==> config.mk <==
export PLATFORM = sky130hd
export DESIGN_NAME = axis_wave_gen
export DESIGN_NICKNAME = d
export VERILOG_FILES = /design/src/rtl/wave_gen_pkg.sv /design/src/rtl/axis_wave_gen_lfsr.sv /design/src/rtl/axis_wave_gen.sv
export SDC_FILE = /design/constraint.sdc
export NUM_CORES = 1
export LEC_CHECK = 0
export CAP_MARGIN = 5
export CORE_ASPECT_RATIO = 0.9
export CORE_MARGIN = 4
export CORE_UTILIZATION = 54
export CTS_CLUSTER_SIZE = 28
export DETAILED_ROUTE_END_ITERATION = 12
export PLACE_DENSITY = 0.78
export SYNTH_ARGS = -nofsm -noshare
export SYNTH_HDL_FRONTEND = slang
export SYNTH_SLANG_ARGS = --single-unit
==> constraint.sdc <==
create_clock -name aclk -period 4.24 [get_ports aclk]
set_clock_uncertainty 0.1 [all_clocks]
set_input_delay 0.424 -clock aclk [delete_from_list [all_inputs] [get_ports aclk]]
set_output_delay 0.424 -clock aclk [all_outputs]
set_load 0.01 [all_outputs]
==> src/rtl/wave_gen_pkg.sv <==
// Shared encodings for the AXI-Stream waveform source: modes, FSM states and
// the noise LFSR polynomial.
package wave_gen_pkg;

  typedef enum logic [1:0] {
    MODE_RAMP     = 2'd0,
    MODE_SQUARE   = 2'd1,
    MODE_TRIANGLE = 2'd2,
    MODE_NOISE    = 2'd3
  } mode_e;

  typedef enum logic [1:0] {
    ST_IDLE  = 2'd0,
    ST_RUN   = 2'd1,
    ST_DRAIN = 2'd2
  } state_e;

  localparam logic [31:0] LFSR_TAPS = 32'h80200003;

  // Right-shifting Galois step: feedback from bit 0 folds the taps back in.
  function automatic logic [31:0] lfsr_step(input logic [31:0] s);
    return s[0] ? ((s >> 1) ^ LFSR_TAPS) : (s >> 1);
  endfunction

endpackage

==> src/rtl/axis_wave_gen_lfsr.sv <==
// 32-bit Galois LFSR for the noise mode; a zero seed would lock up, so it is
// replaced by 1.
module lfsr32_galois
  import wave_gen_pkg::*;
(
  input  logic        clk,
  input  logic        resetn,
  input  logic        advance,
  input  logic [31:0] seed,
  output logic [31:0] state
);

  logic [31:0] seed_nz;

  assign seed_nz = (seed == 32'h0) ? 32'h1 : seed;

  always_ff @(posedge clk) begin
    if (!resetn) begin
      state <= seed_nz;
    end else if (advance) begin
      state <= lfsr_step(state);
    end
  end

endmodule

==> src/rtl/axis_wave_gen.sv <==
// Multi-channel AXI-Stream waveform source (ramp/square/triangle/noise) with
// channel-interleaved, tuser/tlast framed output.
//
// state    | meaning
// ST_IDLE  | no beat held, waiting for enable_i
// ST_RUN   | streaming, frames repeat back to back
// ST_DRAIN | enable_i dropped, finishing the current frame through tlast
module axis_wave_gen
  import wave_gen_pkg::*;
#(
  parameter int          DW        = 16,
  parameter int          CHANNELS  = 2,
  parameter int          PHASE_W   = 24,
  parameter logic [31:0] LFSR_SEED = 32'h1,
  localparam int         TW        = (CHANNELS > 1) ? $clog2(CHANNELS) : 1
) (
  input  logic               aclk,
  input  logic               aresetn,
  input  logic               ce,
  input  logic               enable_i,
  input  logic [1:0]         mode_i,
  input  logic [PHASE_W-1:0] phase_inc_i,
  input  logic [15:0]        frame_len_i,
  output logic [DW-1:0]      tdata_m_o,
  output logic [TW-1:0]      tid_m_o,
  output logic               tuser_m_o,
  output logic               tlast_m_o,
  output logic               tvalid_m_o,
  input  logic               tready_m_i,
  output logic               busy_o,
  output logic               frame_done_o
);

  localparam logic [TW-1:0]      CH_LAST = TW'(CHANNELS - 1);
  localparam logic [PHASE_W:0]   PH_FULL = {1'b1, {PHASE_W{1'b0}}};
  localparam logic [PHASE_W-1:0] CH_OFS  = PHASE_W'(PH_FULL / CHANNELS);

  state_e               state, state_nxt;
  logic                 valid_r, tuser_r, tlast_r;
  logic [DW-1:0]        data_r;
  logic [TW-1:0]        ch_cnt, nch;
  logic [15:0]          smp_cnt, nsmp, len_sh, nxt_len, cur_l, nxt_l;
  logic [PHASE_W-1:0]   acc, nacc, inc_sh, phase;
  logic [1:0]           mode_sh, nxt_mode;
  logic [31:0]          lfsr_state;
  logic                 hs, start, relatch, load, nxt_user, nxt_last;
  logic [DW-1:0]        nxt_data;

  function automatic logic [DW-1:0] wave_map(input logic [1:0] m, input logic [DW-1:0] p,
                                             input logic [31:0] noise);
    logic [DW-1:0] t;
    t = p[DW-1] ? ~(p << 1) : (p << 1);
    case (m)
      MODE_RAMP:     wave_map = {~p[DW-1], p[DW-2:0]};
      MODE_SQUARE:   wave_map = p[DW-1] ? {1'b1, {(DW-2){1'b0}}, 1'b1} : {1'b0, {(DW-1){1'b1}}};
      MODE_TRIANGLE: wave_map = {~t[DW-1], t[DW-2:0]};
      default:       wave_map = DW'(noise);
    endcase
  endfunction

  assign hs      = valid_r & ce & tready_m_i;
  assign start   = ce & (state == ST_IDLE) & enable_i;
  // A tlast handshake with enable_i low ends the stream instead of loading.
  assign relatch = start | (hs & tlast_r & enable_i);
  assign load    = start | (hs & (~tlast_r | enable_i));
  assign cur_l   = (len_sh == 16'd0) ? 16'd1 : len_sh;

  always_comb begin
    nxt_mode = relatch ? mode_i : mode_sh;
    nxt_len  = relatch ? frame_len_i : len_sh;
    nch      = ch_cnt;
    nsmp     = smp_cnt;
    nacc     = acc;
    if (start) begin
      nch  = '0;
      nsmp = '0;
      nacc = '0;
    end else if (ch_cnt == CH_LAST) begin
      nch  = '0;
      nacc = acc + inc_sh;
      nsmp = (smp_cnt == cur_l - 16'd1) ? 16'd0 : smp_cnt + 16'd1;
    end else begin
      nch = ch_cnt + TW'(1);
    end
    nxt_l    = (nxt_len == 16'd0) ? 16'd1 : nxt_len;
    nxt_user = (nsmp == 16'd0) && (nch == '0);
    nxt_last = (nsmp == nxt_l - 16'd1) && (nch == CH_LAST);
    phase    = nacc + PHASE_W'(nch) * CH_OFS;
    nxt_data = wave_map(nxt_mode, DW'(phase >> (PHASE_W - DW)), lfsr_state);
  end

  lfsr32_galois u_lfsr (
    .clk    (aclk),
    .resetn (aresetn),
    .advance(load),
    .seed   (LFSR_SEED),
    .state  (lfsr_state)
  );

  always_ff @(posedge aclk) begin
    if (!aresetn) begin
      state <= ST_IDLE;
    end else begin
      state <= state_nxt;
    end
  end

  always_comb begin
    state_nxt = state;
    if (ce) begin
      case (state)
        ST_IDLE: if (enable_i) state_nxt = ST_RUN;
        default: begin
          if (hs && tlast_r && !enable_i) state_nxt = ST_IDLE;
          else if (enable_i)              state_nxt = ST_RUN;
          else                            state_nxt = ST_DRAIN;
        end
      endcase
    end
  end

  always_comb begin
    busy_o = (state != ST_IDLE);
  end

  always_ff @(posedge aclk) begin
    if (!aresetn) begin
      valid_r <= 1'b0;
      data_r  <= '0;
      tuser_r <= 1'b0;
      tlast_r <= 1'b0;
      ch_cnt  <= '0;
      smp_cnt <= '0;
      acc     <= '0;
      mode_sh <= '0;
      inc_sh  <= '0;
      len_sh  <= '0;
    end else if (ce) begin
      if (relatch) begin
        mode_sh <= mode_i;
        inc_sh  <= phase_inc_i;
        len_sh  <= frame_len_i;
      end
      if (load) begin
        valid_r <= 1'b1;
        data_r  <= nxt_data;
        tuser_r <= nxt_user;
        tlast_r <= nxt_last;
        ch_cnt  <= nch;
        smp_cnt <= nsmp;
        acc     <= nacc;
      end else if (hs) begin
        valid_r <= 1'b0;
      end
    end
  end

  assign tdata_m_o    = data_r;
  assign tid_m_o      = ch_cnt;
  assign tuser_m_o    = tuser_r;
  assign tlast_m_o    = tlast_r;
  assign tvalid_m_o   = valid_r & ce;
  assign frame_done_o = hs & tlast_r;

endmodule

* After elaboration in Yosys (flattened, before gate mapping)
Index checks and enable logic that the tools add are counted.
W data, S select, Z words.
** Operators by class
- Reductions and logical operators :: 16
- Bitwise gates (word level) :: 16
- Add/subtract/negate cells :: 6
- Equality and inequality tests :: 5
- Multiplexer cells :: 21
** Operator list (number)
- $mux W16 :: 8
- $add A24 B24 Y24 :: 2
- $logic_not A16 Y1 :: 3
- $mux W24 :: 2
- $pmux W16 S3 :: 1
- $eq A16 B16 Y1 :: 2
- $mux W32 :: 1
- $sub A16 B1 Y16 const B :: 2
- $add A16 B1 Y16 const B :: 1
- $not A16 Y16 :: 1
- $mux W2 :: 5
- $reduce_and A2 Y1 :: 4
- $and A1 B1 Y1 :: 7
- $logic_and A1 B1 Y1 :: 4
- $logic_not A2 Y1 :: 2
- $mux W1 :: 4
- $not A1 Y1 :: 4
- $not A3 Y4 :: 1
- $reduce_bool A2 Y1 :: 2
- $or A1 B1 Y1 :: 3
- $eq A2 B1 Y1 const B :: 1
- $eq A2 B2 Y1 const B :: 1
- $ne A2 B2 Y1 const B :: 1
- $add A1 B1 Y1 const B :: 1
- $logic_not A1 Y1 :: 1
** Word-level totals
- Bits of input ports :: 47
- Register bits :: 136

* Longest topological paths before layout
- Word-level depth :: 11
- Mapped depth :: 17
- Gate-level depth less buffers :: 15

* By module
A second synthesis with hierarchy kept.
** Unflattened totals
- Cell total of the unflattened synthesis :: 1119
- Area total of the unflattened synthesis :: 9261.4 µm²
** Modules (own cells, without submodules)
- axis_wave_gen :: area each 7777.5 µm², sequential area each 2082.0 µm², cells an instance 1033, instances 1
- lfsr32_galois :: area each 1483.9 µm², sequential area each 960.9 µm², cells an instance 86, instances 1

* Worst setup path before layout
OpenSTA, ideal clock, no wires.
- Path type :: input port to flip-flop
- Start :: input ce
- End :: register tlast_r (netlist: tlast_m_o)
- Buffers on the path :: 4
- Stages on the path :: 17
- Path slack :: -44 ps
- Arrival :: 4125 ps
- Library setup time :: 59 ps
- Path through :: clkbuf_1 nor4bb_1 a21o_1 buf_2 buf_2 clkbuf_1 mux2i_1 ha_1 nand3_1 mux2i_1 nand3_1 xnor2_1 mux2i_1 a211oi_1 o221ai_1 nor4_1 a22o_1
** On the way
- Word-level cells in the longest chain between the ends :: 11
** Ends and longest elaborated chain
- start, declared :: RTL line axis_wave_gen.sv:19 : input logic ce,
- $and A1 B1 Y1 (2 in a row) :: RTL line axis_wave_gen.sv:61 : assign hs = valid_r & ce & tready_m_i;
- $and A1 B1 Y1 (2 in a row) :: RTL line axis_wave_gen.sv:64 : assign relatch = start | (hs & tlast_r & enable_i);
- $or A1 B1 Y1 :: RTL line axis_wave_gen.sv:64
- $mux W16
- $logic_not A16 Y1 :: RTL line axis_wave_gen.sv:85 : nxt_l = (nxt_len == 16'd0) ? 16'd1 : nxt_len;
- $mux W16 :: RTL line axis_wave_gen.sv:85
- $sub A16 B1 Y16 :: RTL line axis_wave_gen.sv:87 : nxt_last = (nsmp == nxt_l - 16'd1) && (nch == CH_LAST);
- $eq A16 B16 Y1 :: RTL line axis_wave_gen.sv:87
- $logic_and A1 B1 Y1 :: RTL line axis_wave_gen.sv:87
- end signal, assigned :: RTL line axis_wave_gen.sv:148 : tlast_r <= nxt_last;
- end, declared :: RTL line axis_wave_gen.sv:39 : logic valid_r, tuser_r, tlast_r;
Several ways; a longest one is shown, not always the timed one.
A chain may end at the register's enable or synchronous reset.

* Worst setup path after layout
- Start :: register len_sh[8]
- End :: register tlast_r (netlist: tlast_m_o)
** On the way
- Word-level cells in the longest chain between the ends :: 9
** Ends and longest elaborated chain
- start, declared :: RTL line axis_wave_gen.sv:42 : logic [15:0] smp_cnt, nsmp, len_sh, nxt_len, cur_l, nxt_l;
- start signal, assigned :: RTL line axis_wave_gen.sv:142 : len_sh <= frame_len_i;
- $logic_not A16 Y1 :: RTL line axis_wave_gen.sv:66 : assign cur_l = (len_sh == 16'd0) ? 16'd1 : len_sh;
- $mux W16 :: RTL line axis_wave_gen.sv:66
- $sub A16 B1 Y16 :: RTL line axis_wave_gen.sv:81 : nsmp = (smp_cnt == cur_l - 16'd1) ? 16'd0 : smp_cnt + 16'd1;
- $eq A16 B16 Y1 :: RTL line axis_wave_gen.sv:81
- $mux W16 :: RTL line axis_wave_gen.sv:81
- $mux W16 :: RTL line axis_wave_gen.sv:78 : end else if (ch_cnt == CH_LAST) begin
- $mux W16 :: RTL line axis_wave_gen.sv:74 : if (start) begin
- $eq A16 B16 Y1 * :: RTL line axis_wave_gen.sv:87
- $logic_and A1 B1 Y1 * :: RTL line axis_wave_gen.sv:87
Every way passes the cells marked *; elsewhere a longest branch is shown, timed or not.

==> flow_summary.yaml <==
synthesis:
  synth_top_flop_cell: "dfxtp_1"
  synth.distinct_cells: 79
  yosysTopAreaCellShare_pct: 30.7
  ys_seq_elements: 136
  synth_edf_count: 0
  synthTopCellsByArea: "dfxtp_1, nand2_1, a21boi_0"
  synth-seq-area-share_pct: 30.7
  synth-async-reset-ratio_pct: 0
  synth_commonest_cells: "nand2_1, dfxtp_1, a21boi_0"
  yosys.area.top_type: "dfxtp_1"
  synth_simple_gate_area_share_pct: 22.8
  synth_top_family_by_area: "compound AO/OA/AOI/OAI gates"
  synth-compound-area-share_pct: 26.4
  syn_area_per_cell_um2: 7.88
  synth-adder-area-share_pct: 3.89
  synth_most_common_cell: "nand2_1"
  yosys_warnings: 0
  synthXorXnorAreaFrac_pct: 8.69
  synth.area.mux_share_pct: 3.46
  syn_area_um2: 8870
  syn_nets: 1200
  synthCells: 1126
critical_path:
  worstPathRequired_ns: 4.51
  start_kind: "flop"
  worstPathMaxFanout: 20
  critPathKind: "flop to flop"
  critPathArrivalTime_ns: 4.29
  cp-end-kind: "flop"
clock_network:
  cts_tree: "built"
  cts.sinks: 136
  cts_root_buf: "clkbuf_16"
  cts_hold_buf: 0
  clk_latency_ns: 0.43
  clkTransAtPathRegs_ns: 0.06
  ctsHtreeMaxLevel: 4
  cts_buffer_depth: 2
  numCtsBuffers: 17
  postCtsSetupRepairBufs: 0
cells_and_area:
  nNetsFinal: 1244
  final_layout_size_suffix_gt1_share_pct: 7.86
  area_growth_pct: 17.4
  num_antenna_cells: 0
die:
  die-width_um: 143
  io_pins: 69
  dieArea_um2: 18500
  core_um2: 16100
  die_h_um: 130
  num_rows: 44
  start_util_pct: 55.0
drt:
  post_drt_via_cell_ratio: 6.13
  wirelength_um: 24800
  postRouteAntennaNets: 0
  vias: 8516
  drc: 0
  post_drt_wl_per_cell_um: 17.9
  dr.pass1.iters: 5
  drt_iter0_markers: 903
job:
  drv_cap: 0
power:
  vdd_drop_max_uv: 287
  p_leak_nw: 3.94
  powerDensity_nw_per_um2: 344
timing:
  rsz0062_at_grt: "false"
  drv_slew: 0
  fmax_mhz: 249
  max_slew_margin_pct: 33.1
  period_share_pct: 94.6
  setup_tns_ns: 0
  layout_min_cycle_time_ns: 4.01
  holdWs_ns: 0.363
  worst_slack_ns: 0.228
  setup-violations-final: 0
  hold_violations: 0
  worst_pin_slew_ns: 1.00
global_routing:
  gr-total-overflow: 0
  grt_max_degree: 57
  grt_pass1_wl_um: 39700
  grt_pass1_vias: 7806
  antenna_found_initial: 0
  track_usage_pct: 26.7
hold_path:
  holdCritPathClass: "flop to flop"
outcome:
  outcome: "completed"
placement:
  place_ws_ns: 0.0683
  place_congestion: 0.998
  dpl.hpwl_um: 17400
  portBuffers: 68
logic make-up after synthesis:
group / after synthesis
xor+xnor: 86
mux: 30
flops: 136
compound gates: 328
fa+ha+maj: 27
buf+inv: 88
simple gates: 431
area by class of cell:
class	instances	area [um^2]
fillers	1393	5710
well taps	207	259
multi-input cells	902	5850
clock buffers	17	425
repair buffers	104	946
flip-flops and latches	136	2720
clock inverters	15	183
inverters	9	33.8
worst paths after layout:
check,from,endpoint,slack [ns],cells after the start
worst min register to register,u_lfsr.state[20]$_SDFFE_PN0P_,u_lfsr.state[19]$_SDFFE_PN0P_,0.36,2
worst max register to register,len_sh[8]$_SDFFE_PN0P_,tlast_m_o$_SDFFE_PN0P_,0.23,14
worst max-delay path,len_sh[8]$_SDFFE_PN0P_,tlast_m_o$_SDFFE_PN0P_,0.23,14
worst min-delay path,u_lfsr.state[20]$_SDFFE_PN0P_,u_lfsr.state[19]$_SDFFE_PN0P_,0.36,2
repair_timing:
item                                   4_1_cts  5_1_grt
resized for setup                            0        2
endpoints found under the hold margin        0        0
setup endpoints to repair                    0        8
sequential cells by signal, indices dropped and copies added (netlist names):
signal,cells
acc,24
inc_sh,24
len_sh,16
mode_sh,2
smp_cnt,16
state,2
tdata_m_o,16
tid_m_o,1
tlast_m_o,1
tuser_m_o,1
u_lfsr.state,32
valid_r,1
report_power, final:
group	internal (W)	switching [W]	total, W
sequential	0.00131	0.0000333	0.00135
combinational	0.000284	0.000407	0.000691
clock	0.000891	0.000650	0.00154
total	0.00249	0.00109	0.00358
metal layers:
metal / track usage (%) / part of all wire (%) / vias up
met3: 7.05 / 9.5 / 40
met2: 42.0 / 45 / 347
met4: 7.32 / 1.6 / 0
met5: 0 / 0 / -
met1: 36.4 / 44 / 3993
li1: - / - / 4136
worst max-delay path: stages, from the launching register on:
cell and delay, ns:
dfxtp_1 0.37, or4_4 0.56, nor4_2 0.36, a21oi_1 0.17, ha_1 0.32, xor2_1 0.15
o2111a_1 0.20, o2111ai_1 0.18, a2111oi_4 0.38, o2111ai_4 0.24, and2_4 0.30, a21oi_2 0.13
a31oi_1 0.05, nor4_1 0.28, a22o_1 0.16
metrics by stage:
step | util [%] | area [um^2] | power (W) | cells
global placement | 60.7 | 9790 | 0.00203 | 1358
detailed placement | 60.7 | 9790 | 0.00204 | 1358
CTS | 64.5 | 10400 | 0.00357 | 1390
global route | 64.6 | 10400 | 0.00371 | 1390
finish | 64.6 | 10400 | 0.00358 | 1390
floorplan | - | 8880 | 0.00182 | 1126
cell usage in the layout, fill, tap and decap left out, drive strengths merged, types with 7 or more instances in the layout:
cell type,Yosys,routed
inv,9,17
a31oi,11,11
a22o,20,20
nor2,62,62
a211oi,12,12
nand2,208,208
or3,13,13
o211ai,8,8
o211a,7,7
nor4,11,11
o31ai,9,9
and2,17,17
a21boi,67,67
o21a,16,16
dfxtp,136,136
clkdlybuf4s50,0,67
a21o,12,12
o21ai,50,50
a21oi,50,50
ha,26,26
buf,13,37
mux2i,25,25
nor3,27,27
nor2b,27,27
nand4,10,10
a22oi,11,11
a32o,7,7
nand3,22,22
xnor2,47,47
xor2,38,38
clkbuf,66,17
(Power assumes the default switching activity.)
